$ cat src/rtl/timing_beat_gen.sv
// Beat timing for the hardwired controller: phase pulses T1/T2/T3 and one-hot machine cycles W1/W2/W3.
// Optional single-instruction step mode is enabled by defining TIMING_BEAT_STEP_EN.
module timing_beat_gen #(
  parameter int PHASE_LEN = 1,
  parameter int BEAT_W    = 16
) (
  input  logic              CLK,
  input  logic              CLR,
  input  logic              QD,
  input  logic              STOP,
  input  logic              SHORT,
  input  logic              LONG,
`ifdef TIMING_BEAT_STEP_EN
  input  logic              STEP_MODE,
`endif
  output logic              T1,
  output logic              T2,
  output logic              T3,
  output logic              W1,
  output logic              W2,
  output logic              W3,
  output logic              RUN,
  output logic [BEAT_W-1:0] BEAT_CNT
);

  localparam int PW = (PHASE_LEN > 1) ? $clog2(PHASE_LEN) : 1;
  localparam logic [PW-1:0] LAST_PH = PW'(PHASE_LEN - 1);

  typedef enum logic [1:0] {S_IDLE, S_T1, S_T2, S_T3} state_t;

  state_t            r_state;
  logic [PW-1:0]     r_ph_cnt;
  logic              r_qd_d;
  logic              r_t1, r_t2, r_t3, r_run;
  logic [2:0]        r_w;
  logic [BEAT_W-1:0] r_cnt;

  logic       w_start;
  logic       w_last;
  logic [2:0] w_next_w;
  logic       w_halt;

  assign w_start = QD & ~r_qd_d & ~r_run;
  assign w_last  = (r_ph_cnt == LAST_PH);

  // Any encoding other than W1/W2/W3 falls back to W1.
  always_comb begin
    w_next_w = 3'b001;
    case (r_w)
      3'b001:  w_next_w = SHORT ? 3'b001 : 3'b010;
      3'b010:  w_next_w = LONG  ? 3'b100 : 3'b001;
      default: w_next_w = 3'b001;
    endcase
  end

`ifdef TIMING_BEAT_STEP_EN
  assign w_halt = STOP | (STEP_MODE & (w_next_w == 3'b001));
`else
  assign w_halt = STOP;
`endif

  always_ff @(posedge CLK) begin
    if (CLR) begin
      r_state  <= S_IDLE;
      r_ph_cnt <= '0;
      r_qd_d   <= 1'b0;
      r_t1     <= 1'b0;
      r_t2     <= 1'b0;
      r_t3     <= 1'b0;
      r_run    <= 1'b0;
      r_w      <= 3'b001;
      r_cnt    <= '0;
    end else begin
      r_qd_d <= QD;
      case (r_state)
        S_IDLE: begin
          if (w_start) begin
            r_state  <= S_T1;
            r_ph_cnt <= '0;
            r_t1     <= 1'b1;
            r_run    <= 1'b1;
          end
        end
        S_T1: begin
          if (w_last) begin
            r_state  <= S_T2;
            r_ph_cnt <= '0;
            r_t1     <= 1'b0;
            r_t2     <= 1'b1;
          end else begin
            r_ph_cnt <= r_ph_cnt + 1'b1;
          end
        end
        S_T2: begin
          if (w_last) begin
            r_state  <= S_T3;
            r_ph_cnt <= '0;
            r_t2     <= 1'b0;
            r_t3     <= 1'b1;
          end else begin
            r_ph_cnt <= r_ph_cnt + 1'b1;
          end
        end
        S_T3: begin
          if (w_last) begin
            // Beat end: controller requests are only honoured here.
            r_ph_cnt <= '0;
            r_t3     <= 1'b0;
            r_w      <= w_next_w;
            r_cnt    <= r_cnt + 1'b1;
            if (w_halt) begin
              r_state <= S_IDLE;
              r_run   <= 1'b0;
            end else begin
              r_state <= S_T1;
              r_t1    <= 1'b1;
            end
          end else begin
            r_ph_cnt <= r_ph_cnt + 1'b1;
          end
        end
        default: begin
          r_state  <= S_IDLE;
          r_ph_cnt <= '0;
          r_t1     <= 1'b0;
          r_t2     <= 1'b0;
          r_t3     <= 1'b0;
          r_run    <= 1'b0;
        end
      endcase
    end
  end

  assign T1       = r_t1;
  assign T2       = r_t2;
  assign T3       = r_t3;
  assign W1       = r_w[0];
  assign W2       = r_w[1];
  assign W3       = r_w[2];
  assign RUN      = r_run;
  assign BEAT_CNT = r_cnt;

endmodule
$ cat config.mk
export PLATFORM = sky130hd
export DESIGN_NAME = timing_beat_gen
export DESIGN_NICKNAME = d
export VERILOG_FILES = /design/src/rtl/timing_beat_gen.sv
export SDC_FILE = /design/constraint.sdc
export NUM_CORES = 1
export LEC_CHECK = 0
export CORE_ASPECT_RATIO = 0.75
export CORE_MARGIN = 3
export CORE_UTILIZATION = 43
export DETAILED_ROUTE_END_ITERATION = 10
export PLACE_DENSITY = 0.74
export SLEW_MARGIN = 20
export SYNTH_ARGS = -nofsm -noshare
export SYNTH_HDL_FRONTEND = slang
export SYNTH_SLANG_ARGS = --single-unit
$ cat constraint.sdc
create_clock -name CLK -period 1.4 [get_ports CLK]
set_input_delay 0.28 -clock CLK [delete_from_list [all_inputs] [get_ports CLK]]
set_output_delay 0.28 -clock CLK [all_outputs]
set_load 0.02 [all_outputs]
Yosys cells after proc, flatten, opt, wreduce, memory -nomap -nowiden
Cells that the tools add are included.
{ "totals": {"ff_bits": 27, "in_bits": 6, "wordCells": 62} }
{ "op_classes": {"add_sub_neg": 2, "eq_ne": 11, "n_mux": 23, "bitwise_logic": 5, "n_reduce_logical": 12} }
{ "op_table": {"columns": ["cell", "n"], "rows": [
  ["16-bit by 1-bit adder with 16-bit output, second input constant", 1],
  ["2-bit inequality test, second input constant", 6],
  ["1-bit two-way mux", 10],
  ["2-bit two-way mux", 5],
  ["1-bit case mux with 2 select lines", 4],
  ["2-bit case mux with 4 select lines", 1],
  ["4-bit AND reduction", 2],
  ["3-bit case mux with 2 select lines", 1],
  ["3-bit AND reduction", 2],
  ["2-bit nonzero test", 3],
  ["5-bit AND reduction", 1],
  ["2-bit == test, second input constant", 2],
  ["3-bit by 1-bit == test with 1-bit output, second input constant", 1],
  ["3-bit by 2-bit == test with 1-bit output, second input constant", 1],
  ["3-bit two-way mux", 1],
  ["1-bit NOT", 3],
  ["1-bit case mux with 3 select lines", 1],
  ["3-bit nonzero test", 1],
  ["3-bit OR reduction", 1],
  ["1-bit bitwise AND", 2],
  ["2-bit by 1-bit == test with 1-bit output, second input constant", 1],
  ["2-bit logical NOT", 1],
  ["2-bit AND reduction", 1],
  ["1-bit adder, second input constant", 1]
]} }

Logic depth before layout (Yosys ltp)
{ "depth": {"depth_word": 5, "depth_mapped": 6, "mapped_depth_nobuf": 6} }

Least setup slack after synthesis
Ideal clock, no wire load.
{ "synth_path": {"path_kind": "register to register", "startpoint": "reg r_state[1]", "endpoint": "reg r_cnt[13], in the netlist BEAT_CNT[13]", "setup_time_ns": 0.070, "t_arrival_ns": 1.491, "path_slack_ns": -0.161, "path_stages_with_launch": 7, "period_less_slack_ns": 1.561, "path_cell_list": "dfxtp_1 ha_1 and4_1 buf_4 nand2_2 or4_1 a21oi_1"} }
{ "synth_between": {"elab_chain_len": 2} }
{ "synth_rtl": {"columns": ["item", "line", "rtl"], "rows": [
  ["from (decl)", "31", "state_t r_state;"],
  ["from (signal assigned)", "64", "r_state <= S_IDLE;"],
  ["from (signal assigned)", "78", "r_state <= S_T1;"],
  ["from (signal assigned)", "86", "r_state <= S_T2;"],
  ["2-bit == test", "75", "case (r_state)"],
  ["2-bit AND reduction (no source line)", null, null],
  ["to (signal assigned)", "110", "r_cnt <= r_cnt + 1'b1;"],
  ["to (decl)", "36", "logic [BEAT_W-1:0] r_cnt;"]
]} }
Every way passes these cells.
A chain may end at the register's enable or synchronous reset.

Worst setup path after layout
{ "layout_path": {"startpoint": "reg r_state[0]", "endpoint": "reg r_cnt[13], in the netlist BEAT_CNT[13]"} }
The elaborated chain is that of the path after synthesis.

==> results <==
- The flow ran to the end, but the final reports show violations.
- The final reports fail on setup timing.
- Once layout is complete, the utilization of the core stands at 69.03%.
- The remaining max-slew budget at the tightest pin is 82.50%.
- Counting flops with an async set or reset pin after synthesis yields a share of 0%.
- Setup slack on the critical path of the routed design comes to -0.02286 ns.
- dfxtp_1 takes more of the synthesized area than any other cell.
- The detailed-placement wirelength estimate is 1949 um.
- The proportion of synthesized chip area in sequential cells is 44.44%.
- The type of the setup path with the least slack is flip-flop to flip-flop.
- The Yosys warning count is 0.
- Synthesis instantiated 35 different standard cells from the library.
- Once detail routing completed, the nets flagged for antenna violations numbered 0.
- The clock skew after layout is 0.009585 ns.
- The clock sink count is 26.
- After synthesis, the cell types taking the most area are dfxtp_1, ha_1, nor2_1, xnor2_1, xor2_1.
- The share of Yosys cell area claimed by the top area cell type is 44.44%.
- The count of inserted antenna diode cells is 0.
- The largest driver fanout on the critical path is 4.
- Clock tree synthesis inserted a total of 3 buffers.
- The number of antenna violations at the first check in global routing is 0.
- The global-route wire length before repair is 4767 um.
- The leakage power is 0.6883 nW.
- The placer's final routability congestion estimate is 0.7300.
- STA puts the critical path data arrival time at 1.70 ns.
- In this run the vertical extent of the chip is 51.20 um.
- The number of global-route vias before repair is 1043.
- For the worst setup path, the data required time is 1.68 ns.
- The later pin in the worst-skew pair is clocked with a latency of 0.32 ns.
- After floorplanning, the core was divided into 15 placement rows.
- Clock-pin slew was measured on the worst setup and hold paths at 0.15 ns.
- The count of buffers from port buffering is 28.
- In this run, synthesis produced a sequential element count of 26.
- The post-synthesis instance total is 135.
- The total overflow left after global routing is 0.
- The number of iterations in the first detailed-routing pass is 4.
- No sink is reached through more buffers than the 2 on the longest clock path.
- For this design, the CTS-stage hold fixing added 0 buffers.
- Each instance of the synthesized netlist takes up on average 8.675 um2.
- Summing every instance area after synthesis gives 1171 um2.
- The total die area is 3392 um2.
- For the finished layout, the period the worst path requires is 1.423 ns.
- The cell area after layout is 1684 um2.
- The number of flops mapped to enable cells by yosys is 0.
- The width of the die is 66.26 um.
- In this run the number of H-tree levels came out at 1.
- The share of cells above drive strength 1 is 28.81%.
- The most common cell in the synthesized netlist is dfxtp_1.
- The CTS tree is done.
- The final-report hold violation count was 0.
- The violation count after the first detailed-routing iteration is 45.
- The most used flip-flop cell after synthesis is dfxtp_1.
- The max-slew violation count is 0.
- By count the netlist is led by dfxtp_1, nor2_1, nand2_1.
- The min-delay analysis places its worst path in the category flip-flop to flip-flop.
- The total vias in the final route is 1088.
- The ratio of final minimum period to clock period is 101.6%.
- The count of boundary I/O pins is 29.
- The net count of the finished layout is 190.
- Entering global routing, the biggest net connects 29 pins.
- After floorplanning, the core was sized to cover 2440 um2.
- STA classifies the critical path endpoint as a flip-flop.
- Summed over all layers, the routed wires come to 2748 um.
- The global routing usage summed across all routing layers is 18.33%.
- The average wire length per cell after detail routing is 13.02 um.
- The setup violation total in the final timing report is 1.
- The total power per unit cell area is 1238 nW/um2.
- For this configuration, the core starts out at a cell density of 48.00%.
- The synthesis-to-layout area growth is 43.80%.
- The tree is rooted in a clkbuf_4.
- In the routed design, unresolved DRC markers number 0.
- The transition at the pin with the smallest max-transition slack is 0.2604 ns.
- The maximum operating frequency is 0.7028 GHz.
- Setup repair after global routing could not meet its margin everywhere.
- The count of max-cap constraint violations is 0.
- Across the VDD grid, the largest voltage drop is 0.0009347 V.
- Summing all placed instances gives a cell area of 1605 um2.
- The post-route total power is 2.085 mW.
- The post-detailed-route via-to-cell ratio is 5.156.
- The number of nets handed over by synthesis was 147.
- The kind of launch point of the worst setup path is a flip-flop.
==> power breakdown <==
group          switching, mW  total (mW)  internal, mW  leakage [nW]
clock                  0.226       0.515         0.289        0.0279
combinational          0.354       0.663         0.309         0.444
sequential            0.0682       0.906         0.838         0.216
total                  0.648        2.08          1.44         0.688
==> registers in the layout, indices dropped and copies added, names as in the netlist <==
name and cells:
r_state 2, BEAT_CNT 16, r_qd_d 1, T1 1, T3 1, T2 1
r_w 3, RUN 1
==> path summary, 6_finish.rpt <==
| path | startpoint | end | slack [ns] | cells after the start |
|---|---|---|---|---|
| max | r_state[0]$_SDFFE_PP0P_ | BEAT_CNT[13]$_SDFFE_PP0N_ | -0.02 | 5 |
| min | T2$_SDFFE_PP0P_ | T2$_SDFFE_PP0P_ | 0.50 | 2 |
| max reg2reg | r_state[0]$_SDFFE_PP0P_ | BEAT_CNT[13]$_SDFFE_PP0N_ | -0.02 | 5 |
| min reg2reg | T2$_SDFFE_PP0P_ | T2$_SDFFE_PP0P_ | 0.50 | 2 |
==> stage by stage <==
| step | hold slack (ns) | setup TNS (ns) | instances | worst slack [ns] |
|---|---|---|---|---|
| floorplan | 0.4082 | -0.02020 | 135 | -0.01067 |
| global placement | 0.4789 | -0.3170 | 204 | -0.1411 |
| detailed placement | 0.4865 | -0.5921 | 204 | -0.2276 |
| CTS | 0.5069 | -0.05546 | 209 | -0.01960 |
| global route | 0.5110 | -0.1814 | 211 | -0.09088 |
| finish | 0.5026 | -0.02286 | 211 | -0.02286 |
==> cell usage in the layout, fill, tap and decap left out, types with 2 or more instances in the layout <==
master and instances:
nor2_1 20, nand2_1 8, buf_4 14, clkdlybuf4s50_1 5
nor4_2 5, dfxtp_1 17, dlygate4sd2_1 8, nor3_1 3
nand3_1 5, ha_1 4, nand2b_1 3, nand4_1 5
a21oi_1 5, dfxtp_2 7, xor2_1 5, dfxtp_4 2
clkbuf_2 8, a211oi_1 2, clkdlybuf4s15_1 7, mux2i_1 2
xnor2_1 6, clkbuf_4 3, inv_1 6, o21ai_0 6
==> what timing repair did <==
item | in CTS | in global routing
setup endpoints to repair | 26 | 29
buffers inserted | 1 | 2
pin swaps | 1 | 4
resized for setup | 29 | 29
==> layer usage <==
layer | track usage (%) | share of wire (%)
met1 | 23.37 | 48
met4 | 5.405 | 1.1
met3 | 5.495 | 4.5
met2 | 29.82 | 47
met5 | 0 | 0
==> critical path, cell delays in order (launching register included) <==
cell     delay, ns
dfxtp_4       0.40
ha_4          0.15
and4_4        0.23
nand2_4       0.05
or4_4         0.41
a21oi_2       0.13
==> layout make-up <==
type	count	area, um2
Fill cell	201	755.7
Tap cell	34	42.54
Timing Repair Buffer	43	355.3
Clock buffer	3	22.52
Sequential cell	26	536.8
Clock inverter	1	30.03
Inverter	6	22.52
Multi-Input combinational cell	98	674.4
==> logic make-up (layout without fill, tap and decap cells) <==
kind of cell,count (synthesis),count (layout),synth area share (%)
AND/OR/NAND/NOR,59,59,25.11
flip-flops,26,26,44.44
AO/OA/AOI/OAI,20,20,10.15
XOR/XNOR,11,11,8.226
buffers and inverters,11,53,3.953
adder cells (fa/ha/maj),6,6,6.410
multiplexers,2,2,1.709
(Power assumes the default switching activity.)
